$ cat config.mk
export PLATFORM = sky130hd
export DESIGN_NAME = output_arbiter_flat
export DESIGN_NICKNAME = d
export VERILOG_FILES = /design/src/rtl/output_arbiter_if.sv /design/src/rtl/output_arbiter.sv /design/src/flat_wrapper.sv
export SDC_FILE = /design/constraint.sdc
export NUM_CORES = 1
export LEC_CHECK = 0
export ABC_CLOCK_PERIOD_IN_PS = 5600
export CAP_MARGIN = 25
export CORE_ASPECT_RATIO = 0.7
export CORE_MARGIN = 4
export CORE_UTILIZATION = 25
export CTS_CLUSTER_SIZE = 40
export DETAILED_ROUTE_END_ITERATION = 8
export PLACE_DENSITY = 0.61
export SYNTH_ARGS = -nofsm -noshare
export SYNTH_HDL_FRONTEND = slang
export SYNTH_SLANG_ARGS = --single-unit
$ cat constraint.sdc
create_clock -name clk -period 5.6 [get_ports clk]
set_input_delay 0.84 -clock clk [delete_from_list [all_inputs] [get_ports clk]]
set_output_delay 0.84 -clock clk [all_outputs]
set_load 0.03 [all_outputs]
$ cat src/rtl/output_arbiter_if.sv
`default_nettype none
// ----------------------------------------------------------------------------
// output_arbiter_if : request/grant and output-link bundle for one output port
// Revision 1.0
// ----------------------------------------------------------------------------
interface output_arbiter_if #(
  parameter int WIDTH = 8
);
  logic [WIDTH:0]   req0;
  logic [WIDTH:0]   req1;
  logic [WIDTH:0]   req2;
  logic [WIDTH:0]   req3;
  logic             out_ready;
  logic [3:0]       grant;
  logic [WIDTH-1:0] out_data;
  logic             out_valid;
  logic [1:0]       out_src;
  logic [15:0]      xfer_count;

  modport master (
    input  req0, req1, req2, req3, out_ready,
    output grant, out_data, out_valid, out_src, xfer_count
  );

  modport slave (
    output req0, req1, req2, req3, out_ready,
    input  grant, out_data, out_valid, out_src, xfer_count
  );
endinterface
`default_nettype wire

$ cat src/rtl/output_arbiter.sv
`default_nettype none
// ----------------------------------------------------------------------------
// output_arbiter : burst-limited round-robin scheduler with registered output
// Revision 1.0
// ----------------------------------------------------------------------------
module output_arbiter #(
  parameter int WIDTH = 8,
  parameter int BURST = 2
) (
  input  wire logic          clk,
  input  wire logic          rst,
  output_arbiter_if.master   bus
);
  localparam logic [3:0] c_burst = 4'(BURST);

  logic [WIDTH:0]   w_req [4];
  logic [1:0]       r_ptr;
  logic [3:0]       r_cnt;
  logic [WIDTH-1:0] r_out_data;
  logic             r_out_valid;
  logic [1:0]       r_out_src;
  logic [15:0]      r_xfer_count;

  logic             w_can_load;
  logic             w_found;
  logic [1:0]       w_win;
  logic [1:0]       w_idx;
  logic [3:0]       w_grant;
  logic             w_fire;
  logic             w_pop;
  logic [3:0]       w_n;

  assign w_req[0] = bus.req0;
  assign w_req[1] = bus.req1;
  assign w_req[2] = bus.req2;
  assign w_req[3] = bus.req3;

  assign w_can_load = !r_out_valid || bus.out_ready;
  assign w_pop      = r_out_valid && bus.out_ready;

  always_comb begin
    w_found = 1'b0;
    w_win   = 2'd0;
    w_idx   = 2'd0;
    for (int k = 0; k < 4; k++) begin
      w_idx = r_ptr + 2'(k);
      if (!w_found && w_req[w_idx][WIDTH]) begin
        w_found = 1'b1;
        w_win   = w_idx;
      end
    end
  end

  // Reset gates the grant directly so no queue pops while rst is low.
  assign w_grant = (rst && w_can_load && w_found) ? (4'b0001 << w_win) : 4'b0000;
  assign w_fire  = |w_grant;
  assign w_n     = (w_win == r_ptr) ? (r_cnt + 4'd1) : 4'd1;

  always_ff @(posedge clk or negedge rst) begin
    if (!rst) begin
      r_ptr       <= 2'd0;
      r_cnt       <= 4'd0;
      r_out_data  <= '0;
      r_out_valid <= 1'b0;
      r_out_src   <= 2'd0;
    end else if (w_fire) begin
      r_out_data  <= w_req[w_win][WIDTH-1:0];
      r_out_src   <= w_win;
      r_out_valid <= 1'b1;
      if (w_n >= c_burst) begin
        r_ptr <= w_win + 2'd1;
        r_cnt <= 4'd0;
      end else begin
        r_ptr <= w_win;
        r_cnt <= w_n;
      end
    end else if (w_pop) begin
      r_out_valid <= 1'b0;
    end
  end

  always_ff @(posedge clk or negedge rst) begin
    if (!rst) begin
      r_xfer_count <= 16'd0;
    end else if (w_pop) begin
      r_xfer_count <= r_xfer_count + 16'd1;
    end
  end

  assign bus.grant      = w_grant;
  assign bus.out_data   = r_out_data;
  assign bus.out_valid  = r_out_valid;
  assign bus.out_src    = r_out_src;
  assign bus.xfer_count = r_xfer_count;
endmodule
`default_nettype wire

$ cat src/flat_wrapper.sv
// flat-port wrapper written by rule: the top's interface ports become plain ports
module output_arbiter_flat 
#(
  parameter int WIDTH = 8,
  parameter int BURST = 2
)
  (clk, rst, bus_req0, bus_req1, bus_req2, bus_req3, bus_out_ready, bus_grant, bus_out_data, bus_out_valid, bus_out_src, bus_xfer_count);
  output_arbiter_if #(.WIDTH(WIDTH)) bus_i ();
  input  wire logic clk;
  input  wire logic rst;
  input wire logic [$bits(bus_i.req0)-1:0] bus_req0;
  input wire logic [$bits(bus_i.req1)-1:0] bus_req1;
  input wire logic [$bits(bus_i.req2)-1:0] bus_req2;
  input wire logic [$bits(bus_i.req3)-1:0] bus_req3;
  input wire logic [$bits(bus_i.out_ready)-1:0] bus_out_ready;
  output wire logic [$bits(bus_i.grant)-1:0] bus_grant;
  output wire logic [$bits(bus_i.out_data)-1:0] bus_out_data;
  output wire logic [$bits(bus_i.out_valid)-1:0] bus_out_valid;
  output wire logic [$bits(bus_i.out_src)-1:0] bus_out_src;
  output wire logic [$bits(bus_i.xfer_count)-1:0] bus_xfer_count;
  assign bus_i.req0 = bus_req0;
  assign bus_i.req1 = bus_req1;
  assign bus_i.req2 = bus_req2;
  assign bus_i.req3 = bus_req3;
  assign bus_i.out_ready = bus_out_ready;
  assign bus_grant = bus_i.grant;
  assign bus_out_data = bus_i.out_data;
  assign bus_out_valid = bus_i.out_valid;
  assign bus_out_src = bus_i.out_src;
  assign bus_xfer_count = bus_i.xfer_count;
  output_arbiter #(.WIDTH(WIDTH), .BURST(BURST)) u_core (.clk(clk), .rst(rst), .bus(bus_i));
endmodule
==> impl_results.md <==
- Outcome: finished clean
- Multi-input logic area: 915 um2
- Max Clock Freq: between 200 and 250 MHz
- Worst Setup SP: bus_req0[8]
- Sw Pwr: 0.448 mW
- Critical path arrival: between 3000 and 4000 ps
- Antenna diodes: 0
- Pwr dens: 409 nW/um2
- Sequential area share after synthesis: a little under half
- Syn_nets: 214
- Register Area: 826 um2
- Global router's overall resource usage: roughly 11%
- Initial antenna violation count: 0
- Drt total wl: between 4 and 5 mm
- Worst R2R Start: u_core.r_ptr[0]
- Placed Area: about 2600 um2
- Die Ht: approximately 79 um
- Worst EP required: approximately 4800 ps
- Placer Congestion: ~0.84
- Seq pwr share: between 30% and 40%
- Period minus WS final: just over 4000 ps
- CTS hold repair buffers: 0
- Async S/R FF share, synth: 100%
- Largest net degree at the start of global routing: 35
- Post-CTS setup buffers: 0
- TritonCTS buffer count: 5
- TritonRoute pass-1 iters: 6
- Largest family of logic cells by synthesized area: simple AND/OR/NAND/NOR gates
- Clock latency on the worst-skew pair: 280 ps
- Hold WC Path Type: reg2reg
- Total Nets Final: 286
- Synth Instances: between 150 and 200
- First-pass GRT wire length: approximately 7.4 mm
- Routed len/inst: 13.2 um
- Yosys warning count: 0
- H-tree depth: 2
- Post-synthesis average cell area: 10.5 um2
- Clock power frac: between 15 and 20%
- Clk buf depth: 2
- DR vias: approximately 1500
- Vias in the first global route: around 1500
- Simple-Gate Fraction of Synth Area: 18.3%
- Slowest-stage cell, CP: clkdlybuf4s50_1
- Area delta synth->final: 49.8%
- Ratio of cells with drive above 1 in the final layout: under 10%
- Seq cells post-synth: 33
- Distinct cells, synth: 33
- DP HPWL: between 3 and 4 mm
- Max Clock Skew: 4.75 ps
- Largest stage delay, worst path: roughly 590 ps
- TritonCTS clock tree: built
- Critical Path Fanout Max: 21
- Lkg Pwr: 1.17 nW
- Drt drc: 0
- Die X: around 110 um
- Synthesized cell area: 1780 um2
- Post-synthesis xor/xnor area fraction: under 10%
- Gr ovfl total: 0
- Main synth FF type: dfrtp_1
- Worst hold path startpoint: u_core.bus.xfer_count[15]
- Row cnt: 25
- Fillers: between 600 and 700
- Final hold violation count: 0
- Synth Area in Compound Gates: about a tenth
- Maximum vdd drop: 0.196 mV
- RSZ-0062 raised after global routing: no
- Setup crit start kind: primary input
- Final period util: between 70% and 80%
- Core box area: a little under 7000 um2
- Mux share of post-synthesis cell area: approximately a tenth
- Pins Over Slew Limit: 0
- IO Port Bufs: 69
- Post-route cell area: 2660 um2
- Number of DRC markers in iteration 0: 48
- Vias per inst: 4.36
- CTS resizes: 0
- Clk slew on worst S/H paths: about 70 ps
- CTS Sinks: 33
- Cell Int Power: ~0.64 mW
- Setup-failing EPs final: 0
- Relative slew slack: between 60% and 70%
- Sw Share: about two fifths
- Antenna viol nets, final: 0
- Combinational power share: 51.0%
- Root Buffer: clkbuf_8
- Effective utilization at floorplan: about a quarter
- Worst-margin pin slew: between 500 and 600 ps
- Crit path cell chain: clkdlybuf4s50_1, nor2b_1, a21oi_1, o211ai_1, buf_4, inv_1, ha_1, and2_1, clkdlybuf4s50_1
- Die area: between 8000 and 9000 um2
- Ports: 70
- Number of flops mapped to enable cells by yosys: 0
- Post-route setup TNS: 0 ps
- Setup CP Type: in2out
- Crit end category: output pin
- Most Frequent Cell on Critical Path: clkdlybuf4s50_1
- # Max-Cap Violations: 0
- Synth Area in Adders: under 10%
==> logic make-up (layout without fill, tap and decap cells) <==
kind of cell / after synthesis / in the layout
compound gates: 22 / 22
fa+ha+maj: 6 / 6
simple gates: 62 / 62
xor+xnor: 18 / 18
flops: 33 / 33
buf+inv: 10 / 83
mux: 18 / 18
==> power by group through the flow <==
stage	sequential, mW	clock [mW]	combinational [mW]
6_report	0.362	0.171	0.555
5_1_grt	0.377	0.191	0.605
4_1_cts	0.363	0.179	0.565
3_5_place_dp	0.366	0	0.562
3_3_place_gp	0.366	0	0.558
2_1_floorplan	0.471	0	0.239
==> area by class of cell <==
type / count / area share, %
clock inverters: 2 / 0.376
multi-input cells: 126 / 34.4
inverters: 3 / 0.423
well taps: 94 / 4.42
repair buffers: 72 / 26.6
clock buffers: 6 / 2.73
flip-flops and latches: 33 / 31.0
==> worst paths after layout <==
check	end	slack [ps]	cells past startpoint
worst max-delay path	bus_grant[1]	1530	9
worst min-delay path	u_core.bus.xfer_count[15]	480	1
worst max register to register	u_core.bus.out_data[6]	2590	10
worst min register to register	u_core.bus.xfer_count[15]	480	1
max in group asynchronous	u_core.r_ptr[1]	4700	2
min in group asynchronous	u_core.bus.xfer_count[0]	590	2
==> cell usage after synthesis, types with 2 or more instances <==
cell type	n	area (um2)
a21oi_1	3	15.0
and2_1	9	56.3
and3_1	2	12.5
buf_2	4	20.0
clkbuf_1	3	11.3
dfrtp_1	33	826
ha_1	6	75.1
inv_1	3	11.3
mux2i_1	17	170
nand2_1	19	71.3
nand2b_1	3	18.8
nand3_1	8	40.0
nand4_1	2	12.5
nor2_1	7	26.3
nor2b_1	4	25.0
nor4_1	2	12.5
o21ai_0	5	25.0
o221ai_1	8	70.1
xnor2_1	11	96.3
xor2_1	7	61.3
==> metrics by stage <==
stage	worst slack (ps)	hold slack (ps)	power, mW	std cells	util [%]
2_1_floorplan	2730	481	0.709	169	-
3_3_place_gp	1630	461	0.925	328	37.8
3_5_place_dp	1530	469	0.929	328	37.8
4_1_cts	1520	486	1.11	336	39.0
5_1_grt	1380	520	1.17	336	39.0
6_report	1530	479	1.09	336	39.0
==> layer usage <==
layer  global-route usage (%)  part of all wire [%]  vias up
li1                         -                     -      738
met1                     14.8                    49      672
met2                     16.2                    43       49
met3                     4.03                   7.5        6
met4                     1.89                  0.83        0
met5                        0                     0        -
==> state kept, by name, indices dropped and copies added (netlist names) <==
name                   flops
u_core.bus.xfer_count     16
u_core.r_cnt               4
u_core.r_ptr               2
u_core.bus.out_data        8
u_core.bus.out_valid       1
u_core.bus.out_src         2
==> critical path: cells and delay by family <==
kind / cells / cell delay (ps)
buffers and inverters: 4 / 1580
and+or+nand+nor: 2 / 350
AOI/OAI and AO/OA: 2 / 230
adders and majority gates: 1 / 220
==> cell usage in the layout (no fill, tap or decap), drive strengths merged, types with 2 or more instances in the layout <==
| master | netlist | final |
|---|---|---|
| buf | 4 | 4 |
| clkbuf | 3 | 6 |
| xor2 | 7 | 7 |
| xnor2 | 11 | 11 |
| clkinv | 0 | 2 |
| nand4 | 2 | 2 |
| nand2b | 3 | 3 |
| dfrtp | 33 | 33 |
| or2 | 2 | 2 |
| nor4 | 2 | 2 |
| and2 | 9 | 9 |
| a21oi | 3 | 3 |
| o221ai | 8 | 8 |
| ha | 6 | 6 |
| clkdlybuf4s50 | 0 | 68 |
| inv | 3 | 3 |
| nor2 | 7 | 7 |
| nand3 | 8 | 8 |
| mux2i | 17 | 17 |
| and3 | 2 | 2 |
| o21ai | 6 | 6 |
| nor2b | 4 | 4 |
| nand2 | 19 | 19 |
Power figures use the tool's default switching activity.
